**src/rtl/cpu_pkg.sv**
```systemverilog
// Shared CPU definitions: opcode constants, branch condition codes, PC sequencer states,
// and the PC-relative branch target calculation.
package cpu_pkg;

    localparam int unsigned PC_W = 16;

    localparam logic [3:0] OP_B   = 4'b1100;
    localparam logic [3:0] OP_BR  = 4'b1101;
    localparam logic [3:0] OP_PCS = 4'b1110;
    localparam logic [3:0] OP_HLT = 4'b1111;

    // Flag order on the flags bus is {V, N, Z}.
    typedef enum logic [2:0] {
        CC_NE = 3'b000,
        CC_EQ = 3'b001,
        CC_GT = 3'b010,
        CC_LT = 3'b011,
        CC_GE = 3'b100,
        CC_LE = 3'b101,
        CC_VS = 3'b110,
        CC_AL = 3'b111
    } cond_e;

    typedef enum logic [1:0] {
        ST_BOOT = 2'b00,
        ST_RUN  = 2'b01,
        ST_HALT = 2'b10
    } state_e;

    // imm9 is a signed word offset, so it is scaled to bytes before being added.
    function automatic logic [PC_W-1:0] branch_target(input logic [PC_W-1:0] pc_plus2,
                                                      input logic [8:0]      imm9);
        logic [PC_W-1:0] offset;
        offset = {{6{imm9[8]}}, imm9, 1'b0};
        return pc_plus2 + offset;
    endfunction

endpackage

```
**src/rtl/branch_cond.sv**
```systemverilog
// Combinational evaluation of a branch condition code against the registered ALU flags.
module branch_cond
    import cpu_pkg::*;
(
    input  logic [2:0] cond,
    input  logic [2:0] flags,
    output logic       cond_true
);

    logic flag_v;
    logic flag_n;
    logic flag_z;

    assign flag_v = flags[2];
    assign flag_n = flags[1];
    assign flag_z = flags[0];

    always_comb begin
        cond_true = 1'b0;
        case (cond)
            CC_NE:   cond_true = !flag_z;
            CC_EQ:   cond_true = flag_z;
            CC_GT:   cond_true = !flag_z && !flag_n;
            CC_LT:   cond_true = flag_n;
            CC_GE:   cond_true = flag_z || (!flag_z && !flag_n);
            CC_LE:   cond_true = flag_n || flag_z;
            CC_VS:   cond_true = flag_v;
            CC_AL:   cond_true = 1'b1;
            default: cond_true = 1'b0;
        endcase
    end

endmodule

```
**src/rtl/pc_control.sv**
```systemverilog
// Program counter sequencer: BOOT/RUN/HALT control, conditional B/BR redirection,
// and sequential pc+2 advance with stall hold.
module pc_control
    import cpu_pkg::*;
#(
    parameter logic [15:0] RESET_PC    = 16'h0000,
    parameter int unsigned BOOT_CYCLES = 1
) (
    input  logic        clk,
    input  logic        rst,
    input  logic [3:0]  opcode,
    input  logic [2:0]  cond,
    input  logic [8:0]  imm9,
    input  logic [15:0] rs_val,
    input  logic [2:0]  flags,
    input  logic        stall,
    output logic [15:0] pc,
    output logic [15:0] pc_plus2,
    output logic        fetch_en,
    output logic        taken,
    output logic        halted
);

    localparam logic [2:0] BOOT_LAST = 3'(BOOT_CYCLES - 1);

    state_e      state_q;
    state_e      state_d;
    logic [2:0]  boot_cnt_q;
    logic [2:0]  boot_cnt_d;
    logic [15:0] pc_q;
    logic [15:0] pc_d;
    logic        cond_true;
    logic        is_branch;

    branch_cond u_branch_cond (
        .cond      (cond),
        .flags     (flags),
        .cond_true (cond_true)
    );

    assign pc        = pc_q;
    assign pc_plus2  = pc_q + 16'd2;
    assign is_branch = (opcode == OP_B) || (opcode == OP_BR);

    always_ff @(posedge clk or posedge rst) begin
        if (rst) begin
            state_q    <= ST_BOOT;
            boot_cnt_q <= 3'd0;
            pc_q       <= RESET_PC;
        end else begin
            state_q    <= state_d;
            boot_cnt_q <= boot_cnt_d;
            pc_q       <= pc_d;
        end
    end

    always_comb begin
        state_d    = state_q;
        boot_cnt_d = boot_cnt_q;
        pc_d       = pc_q;
        fetch_en   = 1'b0;
        taken      = 1'b0;
        halted     = 1'b0;

        case (state_q)
            ST_BOOT: begin
                if (!stall) begin
                    if (boot_cnt_q == BOOT_LAST) begin
                        state_d    = ST_RUN;
                        boot_cnt_d = 3'd0;
                    end else begin
                        boot_cnt_d = boot_cnt_q + 3'd1;
                    end
                end
            end
            ST_RUN: begin
                fetch_en = 1'b1;
                // A stalled cycle neither redirects nor halts; it simply repeats next cycle.
                if (!stall) begin
                    if (is_branch && cond_true) begin
                        taken = 1'b1;
                        if (opcode == OP_B) begin
                            pc_d = branch_target(pc_plus2, imm9);
                        end else begin
                            pc_d = rs_val & 16'hFFFE;
                        end
                    end else if (opcode == OP_HLT) begin
                        state_d = ST_HALT;
                    end else begin
                        pc_d = pc_plus2;
                    end
                end
            end
            ST_HALT: begin
                halted = 1'b1;
            end
            default: begin
                state_d = ST_BOOT;
            end
        endcase
    end

endmodule

```
**config.mk**
```make
export PLATFORM = sky130hd
export DESIGN_NAME = pc_control
export DESIGN_NICKNAME = d
export VERILOG_FILES = /design/src/rtl/cpu_pkg.sv /design/src/rtl/branch_cond.sv /design/src/rtl/pc_control.sv
export SDC_FILE = /design/constraint.sdc
export NUM_CORES = 1
export LEC_CHECK = 0
export CORE_MARGIN = 2
export CORE_UTILIZATION = 35
export DETAILED_ROUTE_END_ITERATION = 7
export GPL_TIMING_DRIVEN = 0
export PLACE_DENSITY = 0.66
export SYNTH_ARGS = -nofsm -noshare
export SYNTH_HDL_FRONTEND = slang
export SYNTH_SLANG_ARGS = --single-unit
```
**constraint.sdc**
```tcl
create_clock -name clk -period 2.7 [get_ports clk]
set_input_delay 0.54 -clock clk [delete_from_list [all_inputs] [get_ports clk]]
set_output_delay 0.54 -clock clk [all_outputs]
set_load 0.01 [all_outputs]
```
---- Word-level counts from Yosys, hierarchy flattened ----
Index checks and enable logic that the tools add are counted.
cells by class
  add/sub/neg operators ................... 3
  eq/ne operators ......................... 18
  muxes and demuxes ....................... 16
  bitwise logic cells ..................... 2
  reductions and logical operators ........ 13
operators by type and width
  cell                                                              count
  16-bit two-way mux                                                3
  16-bit adder                                                      1
  16-bit by 2-bit adder with 16-bit output (second input constant)  1
  3-bit == test (second input constant)                             4
  4-bit == test (second input constant)                             3
  2-bit != test (second input constant)                             6
  2-bit two-way mux                                                 5
  1-bit case mux with 8 select lines                                1
  3-bit by 2-bit == test with 1-bit output (second input constant)  2
  3-bit logical NOT                                                 2
  2-bit case mux with 3 select lines                                1
  6-bit AND reduction                                               1
  1-bit two-way mux                                                 5
  3-bit by 1-bit adder with 3-bit output (second input constant)    1
  3-bit by 1-bit == test with 1-bit output (second input constant)  1
  1-bit logical OR                                                  3
  3-bit two-way mux                                                 1
  3-bit AND reduction                                               1
  2-bit by 1-bit == test with 1-bit output (second input constant)  1
  2-bit == test (second input constant)                             1
  1-bit logical AND                                                 2
  1-bit logical NOT                                                 2
  2-bit logical NOT                                                 1
  1-bit inverter                                                    2
  2-bit AND reduction                                               1
word-level totals
  register bits after elaboration ......... 21
  output and inout bits ................... 35
  logic and storage cells ................. 55

---- Longest topological paths before layout ----
Gate-level depths: netlist (run 1).
  depth in word-level cells ............... 8
  gate-level depth with buffers ........... 12

---- Modules after synthesis ----
From an unflattened synthesis (run 1), not the netlist that was laid out.
unflattened totals
  cell total of the unflattened synthesis .. 281
  area total of the unflattened synthesis .. 2228.4 µm²
by module, submodules not included
  module       times used  cells each  area an instance (µm²)  seq. area each (µm²)
  pc_control   1           270         2152.1                  500.5
  branch_cond  1           11          76.3                    0.0

---- Worst setup path after synthesis (run 1) ----
No wires, ideal clock.
  kind .................................... flip-flop to flip-flop
  start point ............................. register pc_q[1] (netlist: pc[1])
  end point ............................... register pc_q[15] (netlist: pc[15])
  library setup time ...................... 142 ps
  arrival ................................. 2951 ps
  setup slack ............................. -393 ps
  stages on the path, launching flop included .. 13
  cells stage by stage .................... dfrtp_1 ha_1 and3_1 and4_1 nand3_1 xnor2_1 ha_1 a21oi_1 o21ai_0 a2111oi_0 a311o_1 mux2i_1 a31oi_1
between the ends
  word-level cells in the longest chain between the ends .. 4
  elaborated cells between the ends (all ways) .. 5
RTL lines
  item                                      line              RTL
  start: declaration                        pc_control.sv:30  logic [15:0] pc_q;
  start signal: assignment                  pc_control.sv:53  pc_q <= pc_d;
  16-bit by 2-bit adder with 16-bit output  pc_control.sv:42  assign pc_plus2 = pc_q + 16'd2;
  via pc_plus2[13]                          pc_control.sv:18  output logic [15:0] pc_plus2,
  16-bit adder                              cpu_pkg.sv:35     return pc_plus2 + offset;
  16-bit two-way mux                        pc_control.sv:82  if (opcode == OP_B) begin
  16-bit two-way mux                        pc_control.sv:80  if (is_branch && cond_true) begin
The timed path passes the listed nets, and every way through them passes these cells. The select of a mux whose other input is x is not followed.
A chain may end at the register's enable or synchronous reset.

---- Worst setup path in the final report (run 1) ----
  start point ............................. register pc_q[2] (netlist: pc[2])
  end point ............................... register pc_q[15] (netlist: pc[15])
between the ends
  word-level cells in the longest chain between the ends .. 4
  elaborated cells between the ends (all ways) .. 5
RTL lines
  item                                          line
  16-bit by 2-bit adder with 16-bit output (*)  pc_control.sv:42
  16-bit adder                                  cpu_pkg.sv:35
  16-bit two-way mux                            pc_control.sv:82
  16-bit two-way mux (*)                        pc_control.sv:80
Mark *: on every way between the ends. The rest lies on a longest branch, timed or not. The select of a mux whose other input is x is not followed.

==> results.cfg, run 1 <==
[cells_and_area]
multi_input_area_mm2 = 0.00195
area_growth_pct = 61.5
antenna_cells = 0
n_fill_cell = 556
fin_nets = 428
regArea_um2 = 512
final_common_cell = clkdlybuf4s50_1
drive_above_1_share_pct = 23.9
final_cell_mix = 57 x clkdlybuf4s50_1, 22 x a21oi_1, 22 x nand2_1, 19 x nor2_1, 17 x buf_4

[detailed_routing]
vias_per_cell = 5.46
vias = 2420
antenna_left = 0
first_pass_iters = 5
detailedRoute.firstIterationViolations = 125
wl_mm = 7.09
drcViolationCount = 0
wl_per_cell_um = 16.0

[power]
seqPwrFrac_pct = 19.0
p_switching_w = 0.00157
finalPower_w = 0.00352
power_frac_comb_pct = 74.2
powerDensity_mw_per_mm2 = 984
internal-power_w = 0.00195
leakage_nw = 1.55
swShare_pct = 44.7
p_clk_share_pct = 6.7
vdd_ir_drop_max_uv = 471

[critical_path]
worstSetupPathType = register to register
crit_path_end_kind = register
worstReg2RegStart = pc[2]$_DFFE_PP0P_
cp_max_fo = 5
crit_path_start = pc[2]$_DFFE_PP0P_
crit_required_ns = 2.82
arrival_ns = 2.94
start_kind = register

[synthesis]
syn_inst = 278
synth_top_area_share_pct = 22.6
ys_seq_elements = 20
synth.cell_area_mm2 = 0.00221
synth_area_leaders = dfrtp_1 23%, ha_1 11%, xnor2_1 6.3%
synth_area_per_cell_um2 = 7.97
synth-edff-count = 0
synth_warnings = 0
yosysTopAreaCell = dfrtp_1
ys_seq_area_share_pct = 22.6
async_flop_share_pct = 100
synth-main-ff-cell = dfrtp_1
synth_cell_types = 52

[die]
num_io_pins = 73
rows = 28
die_area_mm2 = 0.00698
initial_core_util_pct = 36.8
die_h_um = 83.5
die_w_um = 83.5
coreArea_mm2 = 0.00603

[cts]
numCtsBuffers = 3
cts_num_sinks = 20
clk_latency_ns = 0.26
postCtsHoldBufs = 0
clockRootBuffer = clkbuf_8
cts_tree = built
path_clk_slew_ns = 0.08
htree_levels = 1
cts_buffer_depth = 2

[status]
status = finished with violations
violations = negative setup slack

[timing]
finalClockSkew_ns = 0.00398
fin_crit_sh_pct = 105
maxSlewHeadroom_pct = 19.6
grt_setup_unrepaired = true
hold_ws_ns = 0.503
max_freq_mhz = 354
fin_crit_ns = 2.82
finalMaxSlewViolations = 0
timing.final.ws_setup_ns = -0.124
final-hold-violation-count = 0
worst_pin_slew_ns = 1.20
setup_viol = 4

[grt]
track_usage_pct = 20.0
grt_pass1_vias = 2336
grt_first_pass_wirelength_mm = 11.5
overflow = 0
grt_max_degree = 21
antenna_found_initial = 0

[placement]
port_buffers = 69
dp_hpwl_mm = 5.20
gp_congestion = 0.835

[min_path]
hp-start = boot_cnt_q[2]$_DFFE_PP0P_
min_path_type = register to register

[run]
cap_viol_max_count = 0
-- metrics by stage --
step / utilization, % / setup slack (ns) / instance area, um^2 / instances / setup TNS [ns]
CTS: 58.2 / -0.122 / 3510 / 442 / -0.326
floorplan: - / -0.0301 / 2430 / 279 / -0.0301
global placement: 53.4 / -0.569 / 3220 / 423 / -3.08
detailed placement: 53.4 / -0.606 / 3220 / 423 / -3.54
finish: 59.4 / -0.124 / 3580 / 443 / -0.163
global route: 59.4 / -0.266 / 3580 / 443 / -0.880
-- logic make-up (layout without fill, tap and decap cells) --
kind of cell | count (synthesis) | count (layout) | synth area share (%)
xor gates and xnor gates | 24 | 24 | 9.49
DFF | 20 | 20 | 22.6
muxes | 7 | 7 | 3.28
other | 1 | 2 | 0.169
buffers and inverters | 24 | 113 | 5.71
and+or+nand+nor | 93 | 93 | 21.6
adders and majority gates | 21 | 21 | 12.2
AOI/OAI and AO/OA | 88 | 88 | 25.0
-- metal layers --
| layer | part of all wire, % | track usage, % | up-vias |
|---|---|---|---|
| met5 | 0 | 0 | - |
| met3 | 4.2 | 1.98 | 3 |
| met4 | 0.35 | 4.25 | 0 |
| li1 | - | - | 1201 |
| met1 | 47 | 27.9 | 1152 |
| met2 | 48 | 33.7 | 64 |
-- state kept, by name, indices dropped and copies added (netlist names) --
name        count
pc             15
boot_cnt_q      3
state_q         2
-- final timing paths --
path                                              to  slack, ns  cells after the start
max                               pc[15]$_DFFE_PP0P_      -0.12                     12
min                        boot_cnt_q[2]$_DFFE_PP0P_       0.50                      1
max reg2reg                       pc[15]$_DFFE_PP0P_      -0.12                     12
min reg2reg                boot_cnt_q[2]$_DFFE_PP0P_       0.50                      1
max in group asynchronous         pc[12]$_DFFE_PP0P_       1.40                      2
min in group asynchronous         pc[14]$_DFFE_PP0P_       0.74                      2
-- layout make-up --
class                           instances  area share [%]
Multi-Input combinational cell        235            54.4
Timing Repair Buffer                   85            23.6
Sequential cell                        20            14.3
Tap cell                               75            2.62
Buffer                                  9            1.96
Inverter                               15            1.57
Clock buffer                            4            1.54
-- timing repair --
item / in CTS / in global routing
resized for setup: 31 / 17
setup endpoints to repair: 12 / 15
pin swaps: 14 / 6
buffers inserted: 15 / 1
-- power groups by stage --
stage               registers, W  logic, W  clock network (W)
global route            0.000695   0.00284           0.000262
CTS                     0.000657   0.00258           0.000240
global placement        0.000700   0.00224                  0
floorplan               0.000703   0.00140                  0
finish                  0.000669   0.00261           0.000238
detailed placement      0.000701   0.00226                  0
-- cells in the mapped netlist (2+ instances only) --
master and n:
a211oi_1 5, a211o_1 2, ha_1 20, nor4_1 2
buf_2 2, o21ai_0 10, inv_1 15, o21a_1 3
nor2_1 21, a21o_1 8, nand2b_1 3, dfrtp_1 20
xor2_1 8, nand3_1 12, nand4_1 5, a31oi_1 8
a21oi_1 27, nor3_1 7, o22a_1 2, buf_4 2
mux2_2 2, a2111oi_0 2, nor2b_1 7, o22ai_1 3
and4_1 3, o21ai_1 8, buf_6 2, and3_1 3
clkbuf_1 2, a2bb2oi_1 2, xnor2_1 16, mux2i_1 5
nand2_1 22
-- critical path, cell delays in order (launching register included) --
cell,delay [ns]
dfrtp_2,0.46
ha_4,0.18
and3_4,0.20
and4_4,0.21
xor2_2,0.17
ha_2,0.23
a21o_1,0.21
a21oi_4,0.15
o21ai_2,0.08
a21o_1,0.15
a311o_1,0.38
mux2i_1,0.16
a31oi_1,0.10
Note: power is estimated with default switching activity, not from simulation.
==> run 2, diff against run 1 <==
--- a/config.mk
+++ b/config.mk
@@ -10,6 +10,7 @@
 export DETAILED_ROUTE_END_ITERATION = 7
 export GPL_TIMING_DRIVEN = 0
 export PLACE_DENSITY = 0.66
+export SKIP_CTS_REPAIR_TIMING = 1
 export SYNTH_ARGS = -nofsm -noshare
 export SYNTH_HDL_FRONTEND = slang
 export SYNTH_SLANG_ARGS = --single-unit
==> results.cfg, run 2 (synthesized netlist as in run 1, its figures left out) <==
[die]
die_w_um = 83.5
die_h_um = 83.5
die_area_mm2 = 0.00698
num_io_pins = 73
rows = 28
initial_core_util_pct = 36.8
coreArea_mm2 = 0.00603

[critical_path]
worstSetupPathType = register to register
crit_path_end_kind = register
crit_required_ns = 2.82
max_stage_delay_ns = 0.44
arrival_ns = 3.01
cp_max_fo = 5
start_kind = register
crit_path_top_delay_cell = dfrtp_2
path_cells = ha_4, and3_4, nand2_1, xnor2_2, ha_1, nand2_2, o21a_1, o21ai_4, a21o_1, a311o_1, mux2i_1, a31oi_1

[cts]
cts_buffer_depth = 2
clk_latency_ns = 0.27
path_clk_slew_ns = 0.08
clockRootBuffer = clkbuf_8
numCtsBuffers = 3
cts_tree = built
htree_levels = 1
cts_num_sinks = 20

[cells_and_area]
final_cell_mix = 62 x clkdlybuf4s50_1, 22 x a21oi_1, 21 x nand2_1, 19 x nor2_1, 19 x buf_4
final_common_cell = clkdlybuf4s50_1
largest_reg_flops = 15
fin_nets = 429
instances_no_fill = 444
n_fill_cell = 554
drive_above_1_share_pct = 23.8
area_growth_pct = 61.8
antenna_cells = 0

[detailed_routing]
vias_per_cell = 5.43
detailedRoute.firstIterationViolations = 141
wl_mm = 6.99
antenna_left = 0
wl_per_cell_um = 15.8
vias = 2410
first_pass_iters = 4
drcViolationCount = 0

[min_path]
min_path_type = register to register

[placement]
gp_congestion = 0.835
dp_hpwl_mm = 5.20
dp.cells = 423
port_buffers = 69
place_ws_ns = -0.606

[timing]
finalMaxSlewViolations = 0
fin_crit_sh_pct = 107
max_freq_mhz = 346
finalClockSkew_ns = 0.00322
grt_setup_unrepaired = true
maxSlewHeadroom_pct = 17.2
setup_viol = 4
final-hold-violation-count = 0
worst_pin_slew_ns = 1.23
timing.final.ws_setup_ns = -0.190
fin_crit_ns = 2.89

[grt]
grt_max_degree = 21
overflow = 0
track_usage_pct = 18.8
antenna_found_initial = 0
grt_pass1_vias = 2197
grt_first_pass_wirelength_mm = 10.8

[power]
powerDensity_mw_per_mm2 = 992
vdd_ir_drop_max_uv = 483
leakage_nw = 1.51

[status]
violations = negative setup slack
status = finished with violations

[run]
cap_viol_max_count = 0
-- run 2: cell count changes in the layout (fill, tap and decap cells not counted), sizes merged --
cell / delta
dlygate4sd2: -2
clkdlybuf4s50: +5
dlymetal6s2s: -3
clkbuf: +1
-- run 2: power by group --
group	total, W	internal, W	switching (W)
logic	0.00264	0.00138	0.00126
registers	0.000671	0.000449	0.000222
clock network	0.000240	0.000130	0.000110
total	0.00356	0.00196	0.00159
-- run 2: layout make-up --
| cell class | count | area (um^2) | area share (%) |
|---|---|---|---|
| flip-flops and latches | 20 | 510 | 14.2 |
| repair buffers | 86 | 828 | 23.1 |
| clock buffers | 4 | 55.1 | 1.54 |
| well taps | 75 | 93.8 | 2.62 |
| inverters | 15 | 56.3 | 1.57 |
| plain buffers | 9 | 70.1 | 1.96 |
| multi-input cells | 235 | 1970 | 55.0 |
-- run 2: path summary, 6_finish.rpt --
path | from | to | slack (ns) | depth (start not counted)
hold / removal | boot_cnt_q[2]$_DFFE_PP0P_ | boot_cnt_q[2]$_DFFE_PP0P_ | 0.51 | 1
hold reg to reg | boot_cnt_q[2]$_DFFE_PP0P_ | boot_cnt_q[2]$_DFFE_PP0P_ | 0.51 | 1
min in group asynchronous | rst | state_q[1]$_DFFE_PP0P_ | 0.73 | 2
max in group asynchronous | rst | pc[8]$_DFFE_PP0P_ | 1.40 | 2
setup / recovery | pc[1]$_DFFE_PP0P_ | pc[15]$_DFFE_PP0P_ | -0.19 | 12
setup reg to reg | pc[1]$_DFFE_PP0P_ | pc[15]$_DFFE_PP0P_ | -0.19 | 12
-- run 2: through the flow --
stage,util [%],power [W],setup TNS [ns],hold WS (ns),area (um^2)
3_5_place_dp,53.4,0.00296,-3.54,0.487,3220
5_1_grt,59.5,0.00383,-1.38,0.519,3580
2_1_floorplan,-,0.00210,-0.0301,0.464,2430
4_1_cts,54.3,0.00322,-2.05,0.505,3270
3_3_place_gp,53.4,0.00294,-3.08,0.478,3220
6_report,59.5,0.00356,-0.469,0.505,3580
-- run 2: critical path, delay by kind of cell (launching register included) --
kind / cells / cell delay (ns)
compound gates: 5 / 0.91
fa+ha+maj: 2 / 0.51
flops: 1 / 0.44
simple gates: 3 / 0.43
xor+xnor: 1 / 0.31
mux: 1 / 0.16
-- run 2: layer usage --
metal	wire length, um	GRT usage, %	vias to the layer above
li1	-	-	1200
met1	3280	26.7	1138
met2	3320	30.6	66
met3	315	1.98	6
met4	72	4.55	0
met5	0	0	-
==> RTL change 1, RTL diff (settings of run 2) <==
The 3 states of `state_e` get a one-hot encoding in 3 bits.
--- a/src/rtl/cpu_pkg.sv
+++ b/src/rtl/cpu_pkg.sv
@@ -22,8 +22,8 @@
     } cond_e;
 
-    typedef enum logic [1:0] {
-        ST_BOOT = 2'b00,
-        ST_RUN  = 2'b01,
-        ST_HALT = 2'b10
+    typedef enum logic [2:0] {
+        ST_BOOT = 3'b001,
+        ST_RUN  = 3'b010,
+        ST_HALT = 3'b100
     } state_e;
 
Formal check against the unedited RTL: same outputs for any inputs over 10 cycles, from zero or initial values and one cycle with rst high; not proved beyond that.
==> RTL change 1 against run 2 <==
The flow still finishes with violations (negative setup slack). Sequential power is 20% lower. Sequential cell count up 1. Routed wire length increased by 19%. Largest cell class unchanged. Area after synthesis up 6.6%. Largest power group unchanged. Synthesized cell count rose by 12%. Power down 39%. Worst setup slack worse by 51 ps. Cell area is 5.9% higher.
==> RTL change 1: results (changes against run 2) <==
Status: finished with violations
Inverters: 17 (+2)
First drt pass iteration count: 5 (+1)
Count of final setup violators: 7 (+3)
Worst path arrival time: 3150 ps (+140 ps)
M1 wire length: 3.41 mm (+4.0%)
Fill cell count: 564 (+1.8%)
Mapped Cells: 311 (+12%)
Seq_cells: 21 (+5.0%)
RD Place Congestion: 0.871 (+4.2%)
Total Nets Final: 467 (+8.9%)
ClkCell Share: 1.29% (-0.25 points)
Final worst slack: -240 ps (-50.7 ps)
Largest net degree at the start of global routing: 22 (+4.8%)
Fin cells: 484 (+9.0%)
Most common library cells after synthesis: nand2_1, nor2_1, o21ai_0, a21oi_1
Grt met1 use: 26.8% (+0.15 points)
Proportion of layout cells with a drive suffix above 1: 23.6% (-0.26 points)
Dpl ws: -884 ps (-278 ps)
CP max FO: 7 (+2)
VDD IR-drop max: 0.364 mV (-25%)
CORE AREA: 0.00642 sq mm (+6.6%)
Fin util: 59.1% (-0.38 points)
Register area: 536 sq um (+4.9%)
Skew final: 1.72 ps (-1.50 ps)
Failing checks: negative setup slack
Met3 GRT Util: 3.18% (+1.2 points)
Synth area leaders: dfrtp_1, ha_1, o21ai_0, a21oi_1, nand2_1
Non-CTS buffers: 105 (+11%)
Vias in the first global route: 2478 (+13%)
Static leakage: 1.67 nW (+10%)
Post-synth cell types: 54 (+3.8%)
## RTL change 1: cell count changes in the layout (fill, tap and decap cells not counted), moves of 4 or more
cell / change
xnor2_1: -4
nand2b_1: +5
o21ai_0: +11
a21o_1: -4
clkdlybuf4s50_1: -5
a21oi_1: -4
nand2_1: +6
or3_1: +5
nand4_1: +4
o21ai_1: -6
nor2_1: +7
dlymetal6s2s_1: +5
## RTL change 1: logic make-up (layout without fill, tap and decap cells)
| kind of cell | Yosys count | in the layout | synth area share [%] |
|---|---|---|---|
| AOI/OAI and AO/OA | 91 | 91 | 24.9 |
| xor gates and xnor gates | 18 | 18 | 6.68 |
| adders and majority gates | 21 | 21 | 11.5 |
| buffers and inverters | 31 | 126 | 5.57 |
| DFF | 21 | 21 | 22.3 |
| muxes | 4 | 4 | 1.70 |
| other | 1 | 2 | 0.159 |
| and+or+nand+nor | 124 | 124 | 27.3 |
## RTL change 1: worst max-delay path: stages, from the launching register on
cell,delay (ps)
dfrtp_1,370
buf_6,130
nand4_1,120
buf_6,160
buf_4,140
nor4_4,210
xor2_1,260
ha_1,330
and2_1,180
o21a_1,170
nor2_1,90
a31oi_1,120
or4b_1,510
nand3_1,90
## RTL change 1: report_power, final
part	internal (mW)	switching (mW)	leakage (nW)	total (mW)
Clock	0.105	0.123	0.0217	0.227
Sequential	0.408	0.130	0.260	0.538
Combinational	0.717	0.698	1.39	1.41
## RTL change 1: worst paths after layout
kind	start	endpoint	depth (start not counted)
setup / recovery	pc[6]	pc[15]	13
setup reg to reg	pc[6]	pc[15]	13
hold reg to reg	state_q[2]	state_q[1]	1
min in group asynchronous	rst	pc[14]	2
hold / removal	state_q[2]	state_q[1]	1
max in group asynchronous	rst	pc[5]	2
==> RTL change 2, RTL diff (flow settings as in run 2) <==
Made on the original files. Make the reset (`rst`) synchronous in one clocked block.
--- a/src/rtl/pc_control.sv
+++ b/src/rtl/pc_control.sv
@@ -43,5 +43,5 @@
     assign is_branch = (opcode == OP_B) || (opcode == OP_BR);
 
-    always_ff @(posedge clk or posedge rst) begin
+    always_ff @(posedge clk) begin
         if (rst) begin
             state_q    <= ST_BOOT;
Formal check against the unedited RTL: differs if rst is asserted again (counterexample within 4 cycles, from zero or initial values and one cycle with rst high); with rst held inactive, the same outputs for 10 cycles.
==> RTL change 2 against run 2 <==
The run still ends with negative setup slack left. Worst setup slack lost 120 ps. Sequential cell count is the same. Routed wire length grew 8.3%. Area after synthesis grew 2.8%. Global-route usage grew 0.61 points. Cell area grew 0.21%. Maximum frequency shrank 3.9%. Critical path type unchanged. Largest cell class unchanged.
Power is left out: it rests on default switching activity, and per cell area and clock period it moved more than threefold.
==> RTL change 2: results (changes against run 2) <==
Post-DP HPWL: 5.76 mm (+11%)
Worst path arrival time: 3190 ps (+180 ps)
Max reg flops: 15 (unchanged)
Dpl cell area: 0.00316 sq mm (-1.9%)
Max H-tree Level: 1 (unchanged)
Post-synthesis sequential area ratio: 17.6% (-5.0 points)
Number of flops mapped to enable cells by yosys: 0 (unchanged)
Post-synth cell types: 54 (+3.8%)
Setup TNS: -907 ps (-437 ps)
Critical path startpoint category: flip-flop
# clock sinks: 20 (unchanged)
Skew final: 3.50 ps (+0.273 ps)
Mean Syn Cell Area: 7.32 sq um (-8.1%)
Hold Path End: pc[1]
Hold Crit Class: reg2reg
Final worst slack: -308 ps (-119 ps)
Initial antenna violation count: 0 (unchanged)
Worst R2R Path Depth: 13 (+1)
Most common library cells after synthesis: a21oi_1, nand2_1, nor2_1, o21ai_0
Placed Cells: 458 (+8.3%)
Root buf cell: clkbuf_8
Largest net degree at the start of global routing: 13 (-38%)
First-pass GRT wire length: 11.4 mm (+5.9%)
RD Place Congestion: 0.850 (+1.8%)
Max-slew headroom: 52.0% (+35 points)
Failing checks: negative setup slack
First drt pass iteration count: 4 (unchanged)
Total number of vias: 2654 (+10%)
Fill cell count: 589 (+6.3%)
Crit. End Element: flip-flop
Vias in the first global route: 2388 (+8.7%)
Routed vias/inst: 5.53 (+1.9%)
Skew-Pair Late Insertion Delay: 260 ps
Synth area leaders: dfxtp_1, ha_1, a21oi_1, xnor2_1, nand2_1
Number of port buffers: 69 (unchanged)
Status: finished with violations
Main synth FF type: dfxtp_1
Count of final setup violators: 5 (+1)
Hold Startpoint: pc[1]
Maximum clock path buffer count: 2 (unchanged)
Total Nets Final: 463 (+7.9%)
Ys async rst share: 0% (-100 points)
Proportion of layout cells with a drive suffix above 1: 19.9% (-4.0 points)
Clk pin slew, worst setup/hold paths: 80 ps (about the same)
Routed len/inst: 15.8 um (+0.19%)
Worst r2r src: pc[5]
CP max FO: 7 (+2)
Synth Warn #: 0 (unchanged)
# diodes: 0 (unchanged)
GR Util All Layers: 19.4% (+0.61 points)
Dpl ws: -850 ps (-243 ps)
Hold path depth: 2 (+1)
Initial detailed-routing violation count: 161 (+14%)
CTS buffer count: 3 (unchanged)
Hold WS: 502 ps (-3.71 ps)
Reg2reg end: pc[15]
==> RTL change 2: cell types whose count changed in the layout (fill, tap and decap cells not counted), sizes merged, moves of 7 or more <==
cell,run 2,this run
o211ai,0,7
dfxtp,0,20
nor2,22,31
a21o,8,1
dfrtp,20,0
nand2,22,31
nand2b,3,10
==> RTL change 2: critical path, cell delays in order (launching register included) <==
cell	delay (ps)
dfxtp_2	420
and4_4	270
and4_4	260
nand4_1	130
xnor2_2	280
ha_4	280
a21oi_4	160
buf_4	130
buf_6	90
o21ai_2	60
o32ai_2	330
xnor2_1	180
o221ai_2	120
a211oi_2	230
==> RTL change 2: final cells by class <==
type / instances / area (sq um) / area share [%]
Clock inverter: 1 / 30.0 / 0.836
Inverter: 16 / 60.1 / 1.67
Clock buffer: 3 / 41.3 / 1.15
Buffer: 14 / 91.3 / 2.54
Timing Repair Buffer: 87 / 845 / 23.5
Sequential cell: 20 / 409 / 11.4
Tap cell: 77 / 96.3 / 2.68
Multi-Input combinational cell: 262 / 2020 / 56.2
==> RTL change 2: per-layer routing <==
| layer | up-vias | part of all wire (%) | track usage [%] |
|---|---|---|---|
| met3 | 8 | 5.8 | 3.24 |
| met4 | 0 | 1.1 | 2.89 |
| met2 | 91 | 48 | 32.3 |
| li1 | 1321 | - | - |
| met5 | - | 0 | 0 |
| met1 | 1234 | 45 | 26.9 |
==> RTL change 2: cells by family after synthesis <==
kind of cell    Yosys count  share of synthesized area [%]
simple gates            124                           28.5
compound gates           90                           25.4
buf+inv                  30                           6.37
xor+xnor                 22                           8.79
fa+ha+maj                21                           11.9
flops                    20                           17.6
mux                       3                           1.32
other cells               1                          0.165
